## config.mk

```make
export PLATFORM = sky130hd
export DESIGN_NAME = bin2bcd_seq
export DESIGN_NICKNAME = d
export VERILOG_FILES = /design/src/rtl/bin2bcd_seq.sv
export SDC_FILE = /design/constraint.sdc
export NUM_CORES = 1
export LEC_CHECK = 0
export ABC_CLOCK_PERIOD_IN_PS = 3100
export BUFFER_PORTS_ARGS = -buffer_cell sky130_fd_sc_hd__buf_2
export CORE_MARGIN = 2
export CORE_UTILIZATION = 35
export CTS_CLUSTER_DIAMETER = 30
export DETAILED_ROUTE_END_ITERATION = 8
export PLACE_DENSITY = 0.62
export SETUP_SLACK_MARGIN = 0.1
export SYNTH_ARGS = -nofsm -noshare
export SYNTH_HDL_FRONTEND = slang
export SYNTH_SLANG_ARGS = --single-unit
```

## constraint.sdc

```tcl
create_clock -name clk -period 3.1 [get_ports clk]
set_input_delay 0.31 -clock clk [delete_from_list [all_inputs] [get_ports clk]]
set_output_delay 0.31 -clock clk [all_outputs]
set_load 0.02 [all_outputs]
```

## src/rtl/bin2bcd_seq.sv

```systemverilog
// Sequential binary-to-BCD converter (shift-and-add-3), one bit per clock.
// Produces 8 packed BCD digits for a 7-segment scanner; values above
// 99,999,999 saturate to all nines with ovf set.
module bin2bcd_seq #(
    parameter int unsigned BIN_W = 27  // legal range 1..27
) (
    input  logic             clk,
    input  logic             reset,     // asynchronous, active low
    input  logic             start,
    input  logic [BIN_W-1:0] bin,
    output logic             busy,
    output logic             done,
    output logic [31:0]      digit,
    output logic             ovf
);

    localparam int unsigned      CntW    = $clog2(BIN_W + 1);
    localparam logic [CntW-1:0]  CntLast = CntW'(BIN_W - 1);
    localparam logic [31:0]      MaxDec  = 32'd99_999_999;
    localparam logic [31:0]      SatBcd  = 32'h9999_9999;

    typedef enum logic [1:0] {
        StIdle,
        StShift,
        StDone
    } state_e;

    state_e            state_q, state_d;
    logic [BIN_W-1:0]  sr_q, sr_d;
    logic [31:0]       bcd_q, bcd_d;
    logic [CntW-1:0]   cnt_q, cnt_d;
    logic              ovf_pend_q, ovf_pend_d;
    logic [31:0]       digit_q, digit_d;
    logic              ovf_q, ovf_d;
    logic              done_q, done_d;

    // Next-state logic: capture in idle, one double-dabble step per shift cycle,
    // publish result (saturated if needed) on the done edge.
    always_comb begin
        state_d    = state_q;
        sr_d       = sr_q;
        bcd_d      = bcd_q;
        cnt_d      = cnt_q;
        ovf_pend_d = ovf_pend_q;
        digit_d    = digit_q;
        ovf_d      = ovf_q;
        done_d     = 1'b0;

        unique case (state_q)
            StIdle: begin
                if (start) begin
                    sr_d       = bin;
                    bcd_d      = '0;
                    cnt_d      = '0;
                    ovf_pend_d = (32'(bin) > MaxDec);
                    state_d    = StShift;
                end
            end
            StShift: begin
                // Add 3 to every nibble >= 5 so the following shift carries correctly.
                for (int i = 0; i < 8; i++) begin
                    if (bcd_d[4*i +: 4] >= 4'd5) begin
                        bcd_d[4*i +: 4] = bcd_d[4*i +: 4] + 4'd3;
                    end
                end
                bcd_d = {bcd_d[30:0], sr_q[BIN_W-1]};
                sr_d  = sr_q << 1;
                if (cnt_q == CntLast) begin
                    state_d = StDone;
                end else begin
                    cnt_d = cnt_q + CntW'(1);
                end
            end
            StDone: begin
                digit_d = ovf_pend_q ? SatBcd : bcd_q;
                ovf_d   = ovf_pend_q;
                done_d  = 1'b1;
                state_d = StIdle;
            end
            default: begin
                state_d = StIdle;
            end
        endcase
    end

    // State register; reset aborts any conversion in flight.
    always_ff @(posedge clk or negedge reset) begin
        if (!reset) begin
            state_q    <= StIdle;
            sr_q       <= '0;
            bcd_q      <= '0;
            cnt_q      <= '0;
            ovf_pend_q <= 1'b0;
            digit_q    <= '0;
            ovf_q      <= 1'b0;
            done_q     <= 1'b0;
        end else begin
            state_q    <= state_d;
            sr_q       <= sr_d;
            bcd_q      <= bcd_d;
            cnt_q      <= cnt_d;
            ovf_pend_q <= ovf_pend_d;
            digit_q    <= digit_d;
            ovf_q      <= ovf_d;
            done_q     <= done_d;
        end
    end

    // Outputs: busy covers both shift and done states so start is ignored there.
    always_comb begin
        busy  = (state_q != StIdle);
        done  = done_q;
        digit = digit_q;
        ovf   = ovf_q;
    end

endmodule

```

==> results of run 1 <==
-- how the worst max path moves through the flow --
stage	end	slack, ns	cells past startpoint
final	ovf_pend_q	1.15	4
after global routing	ovf_pend_q	1.01	4
after CTS	ovf_pend_q	1.17	4
after detailed placement	ovf_pend_q	1.20	4
after global placement	ovf_pend_q	1.27	4
after floorplan	bcd_q[6]	1.58	6
-- state kept, by name, indices dropped and copies added, names as in the netlist --
signal      count
bcd_q          32
cnt_q           5
ovf_pend_q      1
ovf             1
sr_q           27
done            1
digit          32
state_q         2
-- cells by family after synthesis --
group,after synthesis,synth area share
AO/OA/AOI/OAI,118,0.159
XOR/XNOR,17,0.0311
adder cells (fa/ha/maj),18,0.0470
buffers and inverters,49,0.0462
flip-flops,101,0.527
multiplexers,9,0.0209
AND/OR/NAND/NOR,173,0.168
-- routing by layer --
layer,up-vias,routed length (um)
li1,1788,-
met1,1729,5110
met2,84,4300
met3,4,519
met4,0,53
met5,-,0
-- power groups by stage --
stage	registers (mW)	clock network [mW]	logic, mW
finish	2.19	1.31	2.02
global route	2.26	1.39	2.32
CTS	2.20	1.34	2.04
detailed placement	2.22	0	2.03
global placement	2.19	0	1.95
floorplan	2.17	0	1.56
-- through the flow --
step	utilization	power, mW	area, sq um	worst slack (ns)
after floorplan	-	3.72	4790	1.58
after global placement	0.395	4.14	5260	1.27
after detailed placement	0.395	4.25	5260	1.20
after CTS	0.422	5.58	5610	1.17
after global routing	0.422	5.97	5610	1.01
final	0.422	5.52	5610	1.15
-- cell type report --
class                   instances  area (sq um)  share of cell area
clock buffers                   9           225              0.0402
clock inverters                 6           116              0.0208
flip-flops and latches        101          2530               0.451
multi-input cells             335          2060               0.367
repair buffers                 71           390              0.0696
well taps                     176           220              0.0393
inverters                      19          71.3              0.0127
-- cells in the final DEF (no fill, tap or decap), types with 10 or more instances in the layout --
cell type / count
a21oi_1: 10
nand3_1: 28
nor2_1: 22
a22oi_1: 25
o21ai_0: 48
nand2b_1: 16
o31ai_1: 23
dfrtp_1: 101
inv_1: 19
ha_1: 18
nand2_1: 90
buf_2: 63
-- worst max-delay path, stage by stage, from the launching register on --
cell and delay [ns]:
dfrtp_1 0.48, nor3b_4 0.64, nand2_1 0.19, nor4_1 0.37, a221o_1 0.20
-- what timing repair did --
item | 4_1_cts | 5_1_grt
hold buffers | 1 | 0
hold endpoints to repair | 40 | 0
resized for setup | 0 | 0
==> impl_results.md, run 1 <==
* Fill count at 1291
* Pint at 3.46 mW
* Die Ht at 121 um
* CTS max path bufs at 2
* Critical path endpoint category: flip-flop
* Worst Hold Class: in -> reg
* Vias in the first global route at approximately 3600
* Die width at 121 um
* DRT Pass-1 Iters at 4
* Wire length per cell at 13.9 um
* CTS Sinks at 101
* Combinational share of power at 0.366
* Syn avg cell area at 9.88 sq um
* Path depth of the worst reg2reg path at 4
* RSZ-0062 raised after global routing: false
* Psw at 2.06 mW
* Clock latency on the worst-skew pair at 0.35 ns
* Setup crit start kind: flip-flop
* RR Startpoint: state_q[1]
* GR peak layer: met2
* Actual slew at the worst max-slew pin at 1.08 ns
* IO buf count at 64
* Yosys top cell by area: dfrtp_1
* Critical path class: reg -> reg
* Via Count at 3605
* Post-CTS Setup Bufs at 0
* Top-count cell post-synth: dfrtp_1
* Post-Synthesis Cells at 485
* Number of CTS-inserted buffers at 9
* Seq/Total Area, Yosys at 0.527
* H-tree depth at 3
* List of most frequent post-synthesis cells: 101 x dfrtp_1, 90 x nand2_1, 48 x o21ai_0
* Final GP Congestion at approximately 0.73
* Hold Slack at 0.175 ns
* Setup_tns at 0 ns
* Status: complete, no violations
* Drt total wl at 9990 um
* Core footprint at 0.0133 sq mm
* Power share of the clock group at 0.237
* Synthesized flop and latch total at between 100 and 150
* Area contributors post-synth: dfrtp_1 53%, nand2_1 7.0%, o21ai_0 5.0%
* First-pass GRT wire length at 17300 um
* Reg clk slew, reported paths at 0.07 ns
* Gr usage total at 0.147
* Met3 Track Usage GR at 0.0357
* Syn nets at 533
* Final Skew at 0.00498 ns
* Reg power frac at 0.398
* CP startpoint: state_q[1]
* # diodes at 0
* Share of layout cells above drive strength 1 at 0.185
* Grt total ovfl at 0
* Crit Path Max Fanout at 16
* Met1 GRT Util at 0.213
* Post-DRT Antenna Nets at 0
* Power per cell area at 984 mW/mm^2
* Via density at about 5.0
* Post-synth top flop: dfrtp_1
* Synth warnings at 0
* Ports at 65
* Largest net degree at the start of global routing at 62
* Area Growth Syn to Fin at 17.0%
* DRC violations left at 0
* Initial antenna violation count at 0
* Max Fclk at a little over 500 MHz
* Final hold vios at 0
* Max Cap Viol at 0
* Maximum VDD drop at 0.434 mV
* Mapped cell area at about 0.0048 sq mm
* Layout Cells excl Fill at 717
* Slew HR at 0.277
* Reg2Reg Setup Slack at 1.15 ns
* DIE AREA at 0.0146 sq mm
* GR Layer Usage met2 at 0.216
* WP data required at around 3.4 ns
* Core Rows at 42
* Root buf cell: clkbuf_16
* Final #Nets at about 590
* # setup viols final at 0
* P_leak at between 2 and 3 nW
* WP data arrival at 2.23 ns
* CTS tree: yes
* Post-synth EDFFs at 0
* Sw frac at 0.374
* Initial Util at 0.360
* Placed cell count at 701
* Max-slew violation count at 0
* Hold depth at 3
* 1st-iter DRT viols at 240
* Post-layout min period at around 1.9 ns
* Hold path start: bin[5]
* Hold EP: sr_q[5]
* Post-DP HPWL at 6790 um
* Final period util at 0.628
* Top cell type's share of synthesized area at 0.527
* Number of distinct library cells after synthesis at 36
* Reg-to-reg endpoint: ovf_pend_q
* Post-synth ARST share at 1.00
Power figures use the tool's default switching activity.
==> run 2: changes to the inputs <==
- ABC_CLOCK_PERIOD_IN_PS: 3100 -> 2000
- clock period: 3.1 -> 2 ns (I/O delays scaled with it)
==> run 2 against run 1 <==
Effect of this change: non-clock buffer count is 9 higher; first-iteration DRC count is 25% lower; wire length is 1.6% higher; clock power is 29% higher; worst hold slack worse by 0.13 ns; via count is 0.28% higher; largest cell class unchanged; largest power group unchanged.
==> impl_results.md, run 2 (synthesis results as in run 1) <==
* Largest net degree at the start of global routing at 48 (-23%)
* Reg clk slew, reported paths at 0.07 ns (about the same)
* Post-DP HPWL at 7040 um (+3.6%)
* Die Ht at 121 um (unchanged)
* Fill count at 1312 (+1.6%)
* Die width at 121 um (unchanged)
* Footprint of the multi-input gates at 0.00206 sq mm (unchanged)
* Grt total ovfl at 0 (unchanged)
* Clock latency on the worst-skew pair at 0.36 ns (about the same)
* Number of CTS-inserted buffers at 9 (unchanged)
* Core Rows at 42 (unchanged)
* Core footprint at 0.0133 sq mm (unchanged)
* Final design utilization at 0.424 (+0.00264)
* 1st-iter DRT viols at 180 (-25%)
* Actual slew at the worst max-slew pin at 0.641 ns (-0.443 ns)
* Initial Util at 0.360 (unchanged)
* Reg2Reg Setup Slack at 0.29 ns (-0.86 ns)
* Setup crit start kind: flip-flop
* H-tree depth at 3 (unchanged)
* Reg-to-reg endpoint: bcd_q[10]
* WP data required at 2.28 ns (-1.11 ns)
* Slowest-stage cell, CP: dfrtp_1
* Final #Nets at 594 (+1.5%)
* Maximum VDD drop at 0.608 mV (+40%)
* Final Skew at 0.00946 ns (+0.00448 ns)
* Root buf cell: clkbuf_16
* Delay-heaviest family, CP: compound AO/OA/AOI/OAI gates
* Max Cap Viol at 0 (unchanged)
* Hold EP: sr_q[0]
* CTS Sinks at 101 (unchanged)
* Cells along the critical path: inv_1 > ha_1 > nand2b_1 > a21oi_1 > mux2_2 > o21ai_0
* Sequential standard cell area at 0.00253 sq mm (unchanged)
* RSZ-0062 raised after global routing: false
* Initial antenna violation count at 0 (unchanged)
* RR Startpoint: bcd_q[8]
* Max Fclk at 585 MHz (+14%)
* Layout Cells excl Fill at 727 (+1.4%)
* Drt total wl at 10100 um (+1.6%)
* Psw at 3.20 mW (+55%)
* Vias in the first global route at 3638 (+2.5%)
* Critical path class: reg -> reg
* Post-layout min period at 1.71 ns (-0.238 ns)
* Ports at 65 (unchanged)
* Setup_tns at 0 ns (unchanged)
* Critical path buffer and inverter count at 1 (+1)
* CP max stage delay at 0.43 ns (-0.21 ns)
* DRT Pass-1 Iters at 4 (unchanged)
* Power per cell area at 1470 mW/mm^2 (+49%)
* Final GP Congestion at 0.794 (+8.0%)
* Combinational share of power at 0.394 (+0.028)
* P_leak at 2.70 nW (+0.72%)
* # diodes at 0 (unchanged)
* Area Growth Syn to Fin at 17.7%
* Pint at 5.08 mW (+47%)
* # setup viols final at 0 (unchanged)
* Path depth of the worst reg2reg path at 6 (+2)
* Via density at 4.97 (-1.1%)
* Hold depth at 3 (unchanged)
* Design area at 0.00564 sq mm (+0.62%)
* Via Count at 3615 (+0.28%)
* Resize count post-CTS at 0 (unchanged)
* First-pass GRT wire length at 17800 um (+2.7%)
* DRC violations left at 0 (unchanged)
* Post-DRT Antenna Nets at 0 (unchanged)
* Commonest non-fill, non-tap cells in the layout: 101 x dfrtp_1, 90 x nand2_1, 63 x buf_2
* Share of layout cells above drive strength 1 at 0.198 (+0.0130)
* Placed cell count at 710 (+1.3%)
* Wire length per cell at 14.0 um (+0.18%)
* Reg power frac at 0.402 (+0.004)
* Power share of the clock group at 0.204 (-0.033)
* Worst Hold Class: in -> reg
* Gr usage total at 0.152 (+0.00537)
* Final period util at 0.855 (+0.226)
* IO buf count at 64 (unchanged)
* Final hold vios at 0 (unchanged)
* Slew HR at 0.573 (+0.295)
* WP data arrival at 1.99 ns (-0.24 ns)
* Most common cell after layout, fill and taps aside: dfrtp_1
* Status: complete, no violations
* Max-slew violation count at 0 (unchanged)
* CTS tree: yes
* CTS max path bufs at 2 (unchanged)
* Cell Area, Placed at 0.00535 sq mm (+1.8%)
* Sw frac at 0.386 (+0.0125)
* DIE AREA at 0.0146 sq mm (unchanged)
* Critical path endpoint category: flip-flop
* Hold path start: bin[0]
* Crit Path Max Fanout at 5 (-11)
-- run 2: cell types whose count changed in the layout (fill, tap and decap cells not counted), sizes merged --
cell      before  now
buf           70   79
bufinv         3    0
clkbuf         9   11
clkinvlp       0    2
clkinv         0    1
inv           22   21
-- run 2: final cells by class --
cell class,count,share of cell area
clock inverter,5,0.00732
clock buffer,11,0.0430
timing repair buffer,80,0.0856
multi-input combinational,335,0.364
sequential,101,0.448
inverter,19,0.0126
tap,176,0.0390
-- run 2: worst max path at each step --
stage / startpoint / endpoint / slack [ns] / cells after the start
2_1_floorplan: bcd_q[4] / bcd_q[6] / 0.48 / 6
3_5_place_dp: bcd_q[8] / bcd_q[10] / 0.31 / 6
5_1_grt: bcd_q[24] / bcd_q[26] / 0.13 / 6
3_3_place_gp: bcd_q[5] / bcd_q[6] / 0.37 / 6
4_1_cts: bcd_q[8] / bcd_q[10] / 0.29 / 6
6_report: bcd_q[8] / bcd_q[10] / 0.29 / 6
-- run 2: what timing repair did --
item | 4_1_cts | 5_1_grt
hold buffers | 1 | 0
endpoints found under the hold margin | 44 | 0
buffers inserted | 0 | 0
-- run 2: worst min-delay path, stage by stage --
cell and delay [ns]:
buf_2 0.08, nand2_1 0.04, nand2_1 0.04
-- run 2: metal layers --
| metal | GRT usage | part of all wire | up-vias |
|---|---|---|---|
| li1 | - | - | 1803 |
| met2 | 0.230 | 0.45 | 76 |
| met5 | 0 | 0 | - |
| met1 | 0.207 | 0.49 | 1727 |
| met3 | 0.0479 | 0.053 | 9 |
| met4 | 0.0509 | 0.011 | 0 |
-- run 2: power by group through the flow --
stage / logic [mW] / registers [mW] / clock network [mW]
floorplan: 2.41 / 3.36 / 0
global placement: 3.17 / 3.33 / 0
detailed placement: 3.29 / 3.36 / 0
CTS: 3.30 / 3.33 / 1.74
global route: 3.74 / 3.44 / 1.82
finish: 3.26 / 3.33 / 1.69
-- run 2: metrics by stage --
stage / hold slack [ns] / worst slack, ns / total power, mW
2_1_floorplan: -0.0956 / 0.485 / 5.77
3_3_place_gp: 0.254 / 0.374 / 6.50
3_5_place_dp: 0.261 / 0.312 / 6.66
4_1_cts: 0.0256 / 0.294 / 8.37
5_1_grt: 0.0605 / 0.129 / 9.01
6_report: 0.0418 / 0.291 / 8.28
